File: config.mk
export PLATFORM = sky130hd
export DESIGN_NAME = food_placer
export DESIGN_NICKNAME = d
export VERILOG_FILES = /design/src/rtl/food_placer.sv
export SDC_FILE = /design/constraint.sdc
export NUM_CORES = 1
export LEC_CHECK = 0
export BUFFER_PORTS_ARGS = -buffer_cell sky130_fd_sc_hd__buf_2
export CORE_ASPECT_RATIO = 0.6
export CORE_MARGIN = 3
export CORE_UTILIZATION = 55
export CTS_CLUSTER_DIAMETER = 30
export CTS_CLUSTER_SIZE = 28
export DETAILED_ROUTE_END_ITERATION = 10
export HOLD_SLACK_MARGIN = 0.1
export PLACE_DENSITY_LB_ADDON = 0.25
export SLEW_MARGIN = 20
export SYNTH_ARGS = -nofsm -noshare
export SYNTH_HDL_FRONTEND = slang
export SYNTH_SLANG_ARGS = --single-unit
File: constraint.sdc
create_clock -name clk -period 2.9 [get_ports clk]
set_input_delay 0.29 -clock clk [delete_from_list [all_inputs] [get_ports clk]]
set_output_delay 0.29 -clock clk [all_outputs]
set_load 0.05 [all_outputs]
File: src/rtl/food_placer.sv
// food_placer: draws (x,y) candidates from the random source, rejects out-of-range or occupied cells, publishes food.
// Optional macro FOOD_SCAN_EN: after MAX_TRIES failed draws, linearly scan the grid for a free cell.
`timescale 1ns/1ps
module food_placer #(
  parameter int GRID_W    = 20,
  parameter int GRID_H    = 15,
  parameter int MAX_TRIES = 16
) (
  input  logic       clk,
  input  logic       rst,
  input  logic       place_req,
  input  logic [3:0] rng4,
  input  logic [4:0] rng5,
  output logic       rng_update,
  output logic       occ_query,
  output logic [4:0] occ_x,
  output logic [3:0] occ_y,
  input  logic       occ_hit,
  output logic [4:0] food_x,
  output logic [3:0] food_y,
  output logic       food_valid,
  output logic       busy,
  output logic       done,
  output logic       fail
);
  localparam int TW = $clog2(MAX_TRIES + 1);
  localparam logic [5:0] GW = 6'(GRID_W);
  localparam logic [4:0] GH = 5'(GRID_H);

`ifdef FOOD_SCAN_EN
  localparam int CELLS = GRID_W * GRID_H;
  localparam int SW    = $clog2(CELLS);
  typedef enum logic [2:0] {IDLE, DRAW, SAMPLE, QUERY, WAIT, SCAN_Q, SCAN_W} state_t;
  localparam state_t EXH_ST = SCAN_Q;
`else
  typedef enum logic [2:0] {IDLE, DRAW, SAMPLE, QUERY, WAIT} state_t;
  localparam state_t EXH_ST = IDLE;
`endif

  state_t state, state_d;
  logic [TW-1:0] tries;
  logic [4:0] cand_x;
  logic [3:0] cand_y;
  logic in_range, last_try, exhaust, success;

  assign in_range = ({1'b0, rng5} < GW) && ({1'b0, rng4} < GH);
  assign last_try = (tries == TW'(MAX_TRIES - 1));
  assign exhaust  = last_try && ((state == SAMPLE && !in_range) || (state == WAIT && occ_hit));
  assign occ_x    = cand_x;
  assign occ_y    = cand_y;

`ifdef FOOD_SCAN_EN
  logic [SW-1:0] scan_cnt;
  logic scan_last, row_end;
  logic [4:0] nx;
  logic [3:0] ny;
  assign success   = !occ_hit && (state == WAIT || state == SCAN_W);
  assign scan_last = (scan_cnt == SW'(CELLS - 1));
  // Scan order: x fastest, wrapping into the next row, last row wraps to row 0.
  assign row_end   = (cand_x == 5'(GRID_W - 1));
  assign nx        = row_end ? 5'd0 : cand_x + 5'd1;
  assign ny        = !row_end ? cand_y : (cand_y == 4'(GRID_H - 1)) ? 4'd0 : cand_y + 4'd1;
`else
  assign success   = !occ_hit && (state == WAIT);
`endif

  always_ff @(posedge clk or posedge rst) begin
    if (rst) state <= IDLE;
    else     state <= state_d;
  end

  always_comb begin
    state_d = state;
    case (state)
      IDLE:    if (place_req) state_d = DRAW;
      DRAW:    state_d = SAMPLE;
      SAMPLE:  state_d = in_range ? QUERY : (last_try ? EXH_ST : DRAW);
      QUERY:   state_d = WAIT;
      WAIT:    state_d = !occ_hit ? IDLE : (last_try ? EXH_ST : DRAW);
`ifdef FOOD_SCAN_EN
      SCAN_Q:  state_d = SCAN_W;
      SCAN_W:  state_d = (!occ_hit || scan_last) ? IDLE : SCAN_Q;
`endif
      default: state_d = IDLE;
    endcase
  end

  always_comb begin
    rng_update = (state == DRAW);
    busy       = (state != IDLE);
`ifdef FOOD_SCAN_EN
    occ_query  = (state == QUERY) || (state == SCAN_Q);
`else
    occ_query  = (state == QUERY);
`endif
  end

  always_ff @(posedge clk or posedge rst) begin
    if (rst) begin
      tries      <= '0;
      cand_x     <= '0;
      cand_y     <= '0;
      food_x     <= '0;
      food_y     <= '0;
      food_valid <= 1'b0;
      done       <= 1'b0;
      fail       <= 1'b0;
`ifdef FOOD_SCAN_EN
      scan_cnt   <= '0;
`endif
    end else begin
      done <= success;
`ifdef FOOD_SCAN_EN
      fail <= (state == SCAN_W) && occ_hit && scan_last;
      if (exhaust) scan_cnt <= '0;
      else if (state == SCAN_W && occ_hit) begin
        scan_cnt <= scan_cnt + SW'(1);
        cand_x   <= nx;
        cand_y   <= ny;
      end
`else
      fail <= exhaust;
`endif
      // cand only tracks in-range draws so a scan starts from the last real candidate.
      if (state == IDLE && place_req) begin
        food_valid <= 1'b0;
        tries      <= '0;
        cand_x     <= '0;
        cand_y     <= '0;
      end
      if (state == SAMPLE && in_range) begin
        cand_x <= rng5;
        cand_y <= rng4;
      end
      if ((state == SAMPLE && !in_range) || (state == WAIT && occ_hit)) tries <= tries + TW'(1);
      if (success) begin
        food_x     <= cand_x;
        food_y     <= cand_y;
        food_valid <= 1'b1;
      end
    end
  end
endmodule
---- After elaboration in Yosys (flattened, before gate mapping) ----
Index checks and enable logic that the tools add are counted.
word-level totals
  output and inout bits ................... 24
  logic and storage cells ................. 45
  bits in registers ....................... 29
operators by class
  muxes and demuxes ....................... 12
  add/sub/neg operators ................... 1
  eq/ne operators ......................... 6
  reduce and logical (&&, ||, !) cells .... 15
  order comparisons ....................... 2
operators by type and width
  operator                                        number
  two-way mux 5 bit                               3
  one-hot mux 3 bit (5 select lines)              1
  two-way mux 4 bit                               2
  logical AND 1 bit                               7
  == test 3 x 2 -> 1 bit (second input constant)  2
  two-way mux 3 bit                               2
  nonzero test 2 bit                              3
  adder 5 x 1 -> 5 bit (second input constant)    1
  == test 5 x 4 -> 1 bit (second input constant)  1
  < comparator 5 bit (second input constant)      1
  < comparator 4 bit (second input constant)      1
  two-way mux 1 bit                               4
  == test 3 x 1 -> 1 bit (second input constant)  1
  == test 3 bit (second input constant)           1
  zero test 3 bit                                 1
  nonzero test 3 bit                              1
  zero test 1 bit                                 2
  != test 2 bit (second input constant)           1
  logical OR 1 bit                                1

---- Logic depth before layout (Yosys ltp) ----
Gate-level depths: netlist (run 1).
  word-level depth ........................ 6
  gate-level depth with buffers ........... 6

---- Worst setup path after synthesis (run 1) ----
No wires, ideal clock.
  kind .................................... flip-flop to flip-flop
  start point ............................. register state[2]
  end point ............................... register state[1]
  data required time ...................... 2.827 ns
  period minus slack after synthesis ...... 2.060 ns
  data arrival time ....................... 1.987 ns
  stages on the path, launching flop included .. 4
  setup slack ............................. 0.840 ns
  cells stage by stage .................... dfrtp_1 -> buf_4 -> nor3b_1 -> a31o_2
on the way
  word-level cells in the longest chain between the ends .. 2
ends and longest elaborated chain
  item                                line  RTL
  start, declared                     40    state_t state, state_d;
  start signal, assigned              69    else state <= state_d;
  == test 3 x 1 -> 1 bit              --
  net rng_update                      14    output logic rng_update,
  one-hot mux 3 bit (5 select lines)  74    case (state)
The timed path passes the listed nets, and every way through them passes these cells.
A chain may end at the register's enable or synchronous reset.

---- Worst setup path in the final report (run 1) ----
  start point ............................. register state[0]
  end point ............................... register food_x[1]
on the way
  word-level cells in the longest chain between the ends .. 2
ends and longest elaborated chain
  item                  line  RTL
  == test 3 bit         64    assign success = !occ_hit && (state == WAIT);
  logical AND 1 bit     64
  end signal, assigned  137   food_x <= cand_x;
  end, declared         19    output logic [4:0] food_x,
No other way between the ends.

==> results of run 1 <==
[layout make-up]
type | count | area (um^2)
clock buffers | 8 | 80.1
fillers | 185 | 644
repair buffers | 36 | 180
inverters | 12 | 45.0
well taps | 30 | 37.5
multi-input cells | 67 | 532
flip-flops and latches | 29 | 726
[metrics by stage]
| stage | setup slack, ps | hold slack, ps |
|---|---|---|
| floorplan | 840 | 368 |
| global placement | 1220 | 459 |
| detailed placement | 1140 | 461 |
| CTS | 1110 | 246 |
| global route | 1020 | 117 |
| finish | 1090 | 66.5 |
[layout by cell type, fill, tap and decap left out, types with 2 or more instances in the layout]
master	Yosys	final
clkbuf_1	0	3
nand3_1	11	11
mux2i_1	3	3
clkbuf_8	0	5
mux2_2	4	4
nand2b_1	3	3
ha_1	2	2
and3b_2	2	2
inv_1	12	11
o21ai_0	2	2
nand2_1	4	4
buf_2	2	36
nor2_1	2	2
mux2_1	5	5
o21ai_1	9	9
dfrtp_1	29	29
[cell families after synthesis]
group | share of synthesized area
XOR/XNOR | 0.00649
AO/OA/AOI/OAI | 0.0982
AND/OR/NAND/NOR | 0.173
buffers and inverters | 0.0686
flip-flops | 0.538
multiplexers | 0.0973
adder cells (fa/ha/maj) | 0.0185
[final timing paths]
path,endpoint,from,depth (start not counted),slack (ps)
worst max register to register,food_x[1],state[0],2,1090
min in group clk,occ_y[0],rng4[0],3,250
worst min-delay path,done,rst,2,70
worst max-delay path,food_x[1],state[0],2,1090
max in group asynchronous,tries[2],rst,2,2450
worst min register to register,food_valid,food_valid,1,470
[layer usage]
layer  global-route usage  vias to the layer above
li1                     -                      475
met1                0.249                      461
met2                0.283                       27
met3                0.107                        3
met4               0.0687                        0
met5                    0                        -
[flip-flops by register name, indices dropped and copies added, names as in the netlist]
register    cells
done            1
fail            1
food_valid      1
food_x          5
food_y          4
occ_x           5
occ_y           4
state           3
tries           5
[where the power goes]
| group | internal, mW | switching (mW) | leakage, nW |
|---|---|---|---|
| Combinational | 0.269 | 0.698 | 0.430 |
| Clock | 0.170 | 0.145 | 0.0395 |
| Sequential | 0.551 | 0.144 | 0.388 |
==> flow_summary.rst, run 1 <==
.. list-table::
   :header-rows: 1

   * - Metric
     - Value
   * - Run status
     - finished clean
   * - RSZ-0062 raised after global routing
     - no
   * - Setup violators final
     - 0
   * - Antenna violations before repair
     - 0
   * - Number of antenna cells inserted
     - 0
   * - Total Negative Setup Slacks
     - 0 ps
   * - Max-slew violation count
     - 0
   * - Detailed-route via count
     - 966
   * - Met1 routed wirelength after detailed routing
     - 1260 um
   * - Post-layout util
     - 0.713
   * - Mean cell area of the mapped netlist
     - 11.8 um^2
   * - Vias per std cell
     - 5.31
   * - Worst endpoint data arrival time
     - 1980 ps
   * - Number of global-route vias before repair
     - 864
   * - First DRT Iteration DRCs
     - 69
   * - Final Wtd Congestion
     - 0.787
   * - Clock sink count
     - 29
   * - Largest vdd supply drop
     - 0.578 mV
   * - Synth Cell Area
     - 1350 um^2
   * - PwrDens
     - 1230 nW/um^2
   * - Library cells used by synthesis
     - 36
   * - Final critical-path required period
     - 1810 ps
   * - Yosys top cell area share
     - 0.538
   * - Worst setup path class
     - flop to flop
   * - Critical Path, Cell by Cell
     - nor4b_4 -> mux2_2
   * - List of most frequent post-synthesis cells
     - 29 x dfrtp_1, 12 x inv_1, 11 x nand3_1
   * - Resized Gates After CTS
     - 0
   * - Count of buffers from port buffering
     - 36
   * - Maximum level of the CTS H-tree
     - 2
   * - Worst stage delay on the critical path
     - 770 ps
   * - Class of the worst hold path
     - input port to asynchronous set/reset pin
   * - CTS max path bufs
     - 2
   * - Element type at the critical path start
     - flop
   * - Fmax
     - 0.552 GHz
   * - Clock-pin slew on the worst setup and hold paths
     - 60 ps
   * - Worst path required time
     - 3060 ps
   * - Signed area change from the synthesized netlist to the final layout
     - 18.5%
   * - Power, Total
     - 1.98 mW
   * - Async set-reset flop share out of synthesis
     - 1.00
   * - Worst-path maximum fanout
     - 11
   * - Worst-path cell with the longest stage delay
     - nor4b_4
   * - Flip-flop and latch count after synthesis
     - 29
   * - Cell with the most instances after synthesis
     - dfrtp_1
   * - Synthesized netlist cell count
     - 114
   * - Post-CTS setup repair buffer count
     - 0
   * - Number of antenna-violating nets in the routed design
     - 0
   * - Transition time of the tightest slew-check pin
     - 778 ps
   * - Wire length of the first global-routing pass
     - 4290 um
   * - Chip height
     - 44.4 um
   * - Number of instances in the placed design
     - 174
   * - Post-synth top area cell
     - dfrtp_1
   * - Layout Nets
     - 166
   * - Hold Violations, Final
     - 0
   * - Final clock period utilization by the worst path
     - 0.624
   * - Total Die Area
     - 3100 um^2
   * - Root Driver
     - clkbuf_8
   * - Leading cell types by total area after synthesis
     - dfrtp_1 54%, mux2_1 4.2%, nand3_1 4.1%, o21ai_1 3.3%, inv_1 3.3%
   * - Post-synth EDFFs
     - 0
   * - Share of layout cells above drive strength 1
     - 0.375
   * - Highest metal layer with signal wires
     - met4
   * - I/O pin count
     - 37
   * - Number of warnings printed during yosys synthesis
     - 0
   * - Global routing usage summed across all routing layers
     - 0.195
   * - Slew margin rel.
     - 0.479
   * - TritonCTS buffer count
     - 5
   * - Length of routed met3 wiring
     - 187 um
   * - Clock tree from TritonCTS
     - yes
   * - HPWL after DPL
     - 2010 um
   * - Total leakage power
     - 0.858 nW
   * - Clock skew after layout
     - 0.987 ps
   * - Routed len/inst
     - 15.2 um
   * - Later-pin clock latency in the skew report
     - 280 ps
   * - Largest net degree at the start of global routing
     - 30
   * - Routed wire length on met2
     - 1290 um
   * - Post-CTS Hold Buffers
     - 0
   * - CP endpoint kind
     - flop
   * - Final design instance area without fill
     - 1600 um^2
   * - Ys flop type
     - dfrtp_1
   * - Area of placed instances
     - 1520 um^2
   * - TritonRoute pass-1 iters
     - 4
   * - Max-capacitance violation count
     - 0
   * - Final wirelength
     - 2770 um
   * - Net Count, Synth
     - 129
   * - Initial core utilization
     - 0.601
   * - Buffers and inverters on the worst path
     - 0
   * - Global-route congestion overflow total
     - 0
   * - Die extent in x
     - 70.0 um
   * - Standard cell core area
     - 2240 um^2
   * - Crit path max-delay family
     - simple AND/OR/NAND/NOR gates
   * - Count of unresolved DRC violations after routing
     - 0
   * - Sequential cell area fraction in the yosys report
     - 0.538
   * - Row count
     - 13
   * - Number of standard cells in the layout, taps in and fillers out
     - 182
No activity file was read; power rests on OpenSTA's default activity.
==> run 2: changes to the inputs <==
--- a/config.mk
+++ b/config.mk
@@ -8,7 +8,7 @@
 export BUFFER_PORTS_ARGS = -buffer_cell sky130_fd_sc_hd__buf_2
 export CORE_ASPECT_RATIO = 0.6
 export CORE_MARGIN = 3
-export CORE_UTILIZATION = 55
+export CORE_UTILIZATION = 51
 export CTS_CLUSTER_DIAMETER = 30
 export CTS_CLUSTER_SIZE = 28
 export DETAILED_ROUTE_END_ITERATION = 10
==> constraint.sdc (replaced) <==
create_clock -name clk -period 1.8 [get_ports clk]
set_input_delay 0.18 -clock clk [delete_from_list [all_inputs] [get_ports clk]]
set_output_delay 0.18 -clock clk [all_outputs]
set_load 0.05 [all_outputs]
==> run 2 against run 1 <==
Effect of this change:
- non-clock buffer count rose by 4
- register-to-register slack got worse by 950 ps
- die area rose by 7.0%
- via count rose by 0.31%
- largest cell class unchanged
- cell area rose by 4.1%
- first-iteration DRC count rose by 70%
- critical path depth did not move
- flip-flop and latch count did not move
==> flow_summary.rst, run 2 (synthesis results as in run 1) <==
.. list-table::
   :header-rows: 1

   * - Metric
     - Value
   * - Clock skew after layout
     - 5.70 ps
   * - HPWL after DPL
     - 2050 um
   * - Global-route congestion overflow total
     - 0
   * - Worst setup path class
     - flop to output port
   * - Detailed-route via count
     - 969
   * - Largest net degree at the start of global routing
     - 30
   * - TritonRoute pass-1 iters
     - 4
   * - Clock sink count
     - 29
   * - Element type at the critical path start
     - flop
   * - Die extent in x
     - 72.4 um
   * - Global routing usage summed across all routing layers
     - 0.208
   * - Buffers and inverters on the worst path
     - 1
   * - Worst setup margin
     - 70.1 ps
   * - Source of the worst register-to-register timing path
     - tries[0]
   * - Total Negative Setup Slacks
     - 0 ps
   * - Wire length of the first global-routing pass
     - 4860 um
   * - Share of layout cells above drive strength 1
     - 0.404
   * - Post-layout util
     - 0.717
   * - Clock-pin slew on the worst setup and hold paths
     - 70 ps
   * - Startpoint of the most critical setup path
     - state[2]
   * - Run status
     - finished clean
   * - PwrDens
     - 1980 nW/um^2
   * - Class of the worst hold path
     - input port to flop
   * - Hold Violations, Final
     - 0
   * - Vias per std cell
     - 5.21
   * - Slew margin rel.
     - 0.724
   * - Count of unresolved DRC violations after routing
     - 0
   * - Final clock period utilization by the worst path
     - 0.961
   * - Max-capacitance violation count
     - 0
   * - Worst-path cell with the longest stage delay
     - dfrtp_1
   * - Comb pwr share
     - 0.479
   * - Met2 usage in global routing
     - 0.325
   * - Max-slew violation count
     - 0
   * - Final wirelength
     - 2870 um
   * - Critical Path, Cell by Cell
     - or3_2 -> buf_2
   * - Number of instances in the placed design
     - 177
   * - I/O pin count
     - 37
   * - Sw Share
     - 0.488
   * - Start point of the worst hold path
     - rng4[1]
   * - Worst stage delay on the critical path
     - 530 ps
   * - Number of standard cells in the layout, taps in and fillers out
     - 186
   * - RSZ-0062 raised after global routing
     - no
   * - Maximum level of the CTS H-tree
     - 2
   * - Largest vdd supply drop
     - 0.959 mV
   * - Routed len/inst
     - 15.4 um
   * - Transition time of the tightest slew-check pin
     - 414 ps
   * - Layout Nets
     - 170
   * - Number of antenna cells inserted
     - 0
   * - Final Wtd Congestion
     - 0.817
   * - Register-to-Register Setup Slack
     - 140 ps
   * - Sequential share of power
     - 0.341
   * - Row count
     - 13
   * - Worst path required time
     - 1620 ps
   * - Later-pin clock latency in the skew report
     - 280 ps
   * - Antenna violations before repair
     - 0
   * - Chip height
     - 45.9 um
   * - Total leakage power
     - 0.896 nW
   * - Fmax
     - 0.578 GHz
   * - TritonCTS buffer count
     - 5
   * - First DRT Iteration DRCs
     - 117
   * - CP endpoint kind
     - output port
   * - Crit path max-delay family
     - flip-flops
   * - Internal power
     - 1.69 mW
   * - Busiest layer in global routing
     - met2
   * - Number of global-route vias before repair
     - 991
   * - Met1 Usage GRT
     - 0.257
   * - Total Die Area
     - 3320 um^2
   * - Setup violators final
     - 0
   * - Worst-path maximum fanout
     - 11
   * - Final critical-path required period
     - 1730 ps
   * - FILL cells
     - 175
   * - Count of buffers from port buffering
     - 36
   * - Clock tree from TritonCTS
     - yes
   * - Initial core utilization
     - 0.580
   * - Worst endpoint data arrival time
     - 1550 ps
   * - Leading cell types in the layout, fill and taps excluded
     - 36 x buf_2, 29 x dfrtp_1, 12 x inv_1
   * - CTS max path bufs
     - 2
   * - Number of antenna-violating nets in the routed design
     - 0
   * - Root Driver
     - clkbuf_8
   * - Leading cell type in the layout, fill and taps excluded
     - buf_2
   * - Net Sw Power
     - 1.61 mW
   * - Signed area change from the synthesized netlist to the final layout
     - 23.4%
   * - Relative contribution of the clock network to total power
     - 0.180
   * - Standard cell core area
     - 2330 um^2
   * - Met3 Use GR
     - 0.0793
   * - Worst setup slack after placement
     - 120 ps
## run 2: power groups by stage
stage | clock network (mW) | registers, mW | logic (mW)
after floorplan | 0 | 1.65 | 0.724
after global placement | 0 | 1.09 | 1.54
after detailed placement | 0 | 1.13 | 1.58
after CTS | 0.603 | 1.12 | 1.59
after global routing | 0.639 | 1.17 | 1.68
final | 0.593 | 1.13 | 1.58
## run 2: final timing paths
kind | to | depth (start not counted)
max | busy | 2
min | occ_y[1] | 3
max reg2reg | state[0] | 6
min reg2reg | food_valid | 1
max in group asynchronous | occ_x[1] | 4
min in group asynchronous | occ_x[4] | 4
## run 2: worst min-delay path, stage by stage
cell and delay, ps:
buf_2 100, inv_1 40, o21ai_1 60
## run 2: timing repair
action                                 4_1_cts  5_1_grt
resized for setup                            0        2
hold buffers                                 1        0
setup endpoints to repair                    0        1
endpoints found under the hold margin       29        0
buffers inserted                             0        0
## run 2: layer usage
| metal | up-vias | routed length (um) |
|---|---|---|
| met2 | 35 | 1270 |
| met3 | 5 | 222 |
| met4 | 0 | 41 |
| met5 | - | 0 |
| met1 | 453 | 1330 |
| li1 | 476 | - |
## run 2: layout make-up
cell class | instances | area, um^2 | share of cell area
clock inverters | 1 | 5.00 | 0.00300
clock buffers | 7 | 96.3 | 0.0578
well taps | 30 | 37.5 | 0.0225
repair buffers | 40 | 213 | 0.128
multi-input cells | 67 | 544 | 0.327
flip-flops and latches | 29 | 726 | 0.435
inverters | 12 | 45.0 | 0.0270
## run 2: stage by stage
stage	area (um^2)	hold WS [ps]	power, mW
2_1_floorplan	1360	258	2.38
3_3_place_gp	1550	260	2.64
3_5_place_dp	1550	271	2.71
4_1_cts	1660	140	3.31
5_1_grt	1670	142	3.49
6_report	1670	144	3.30
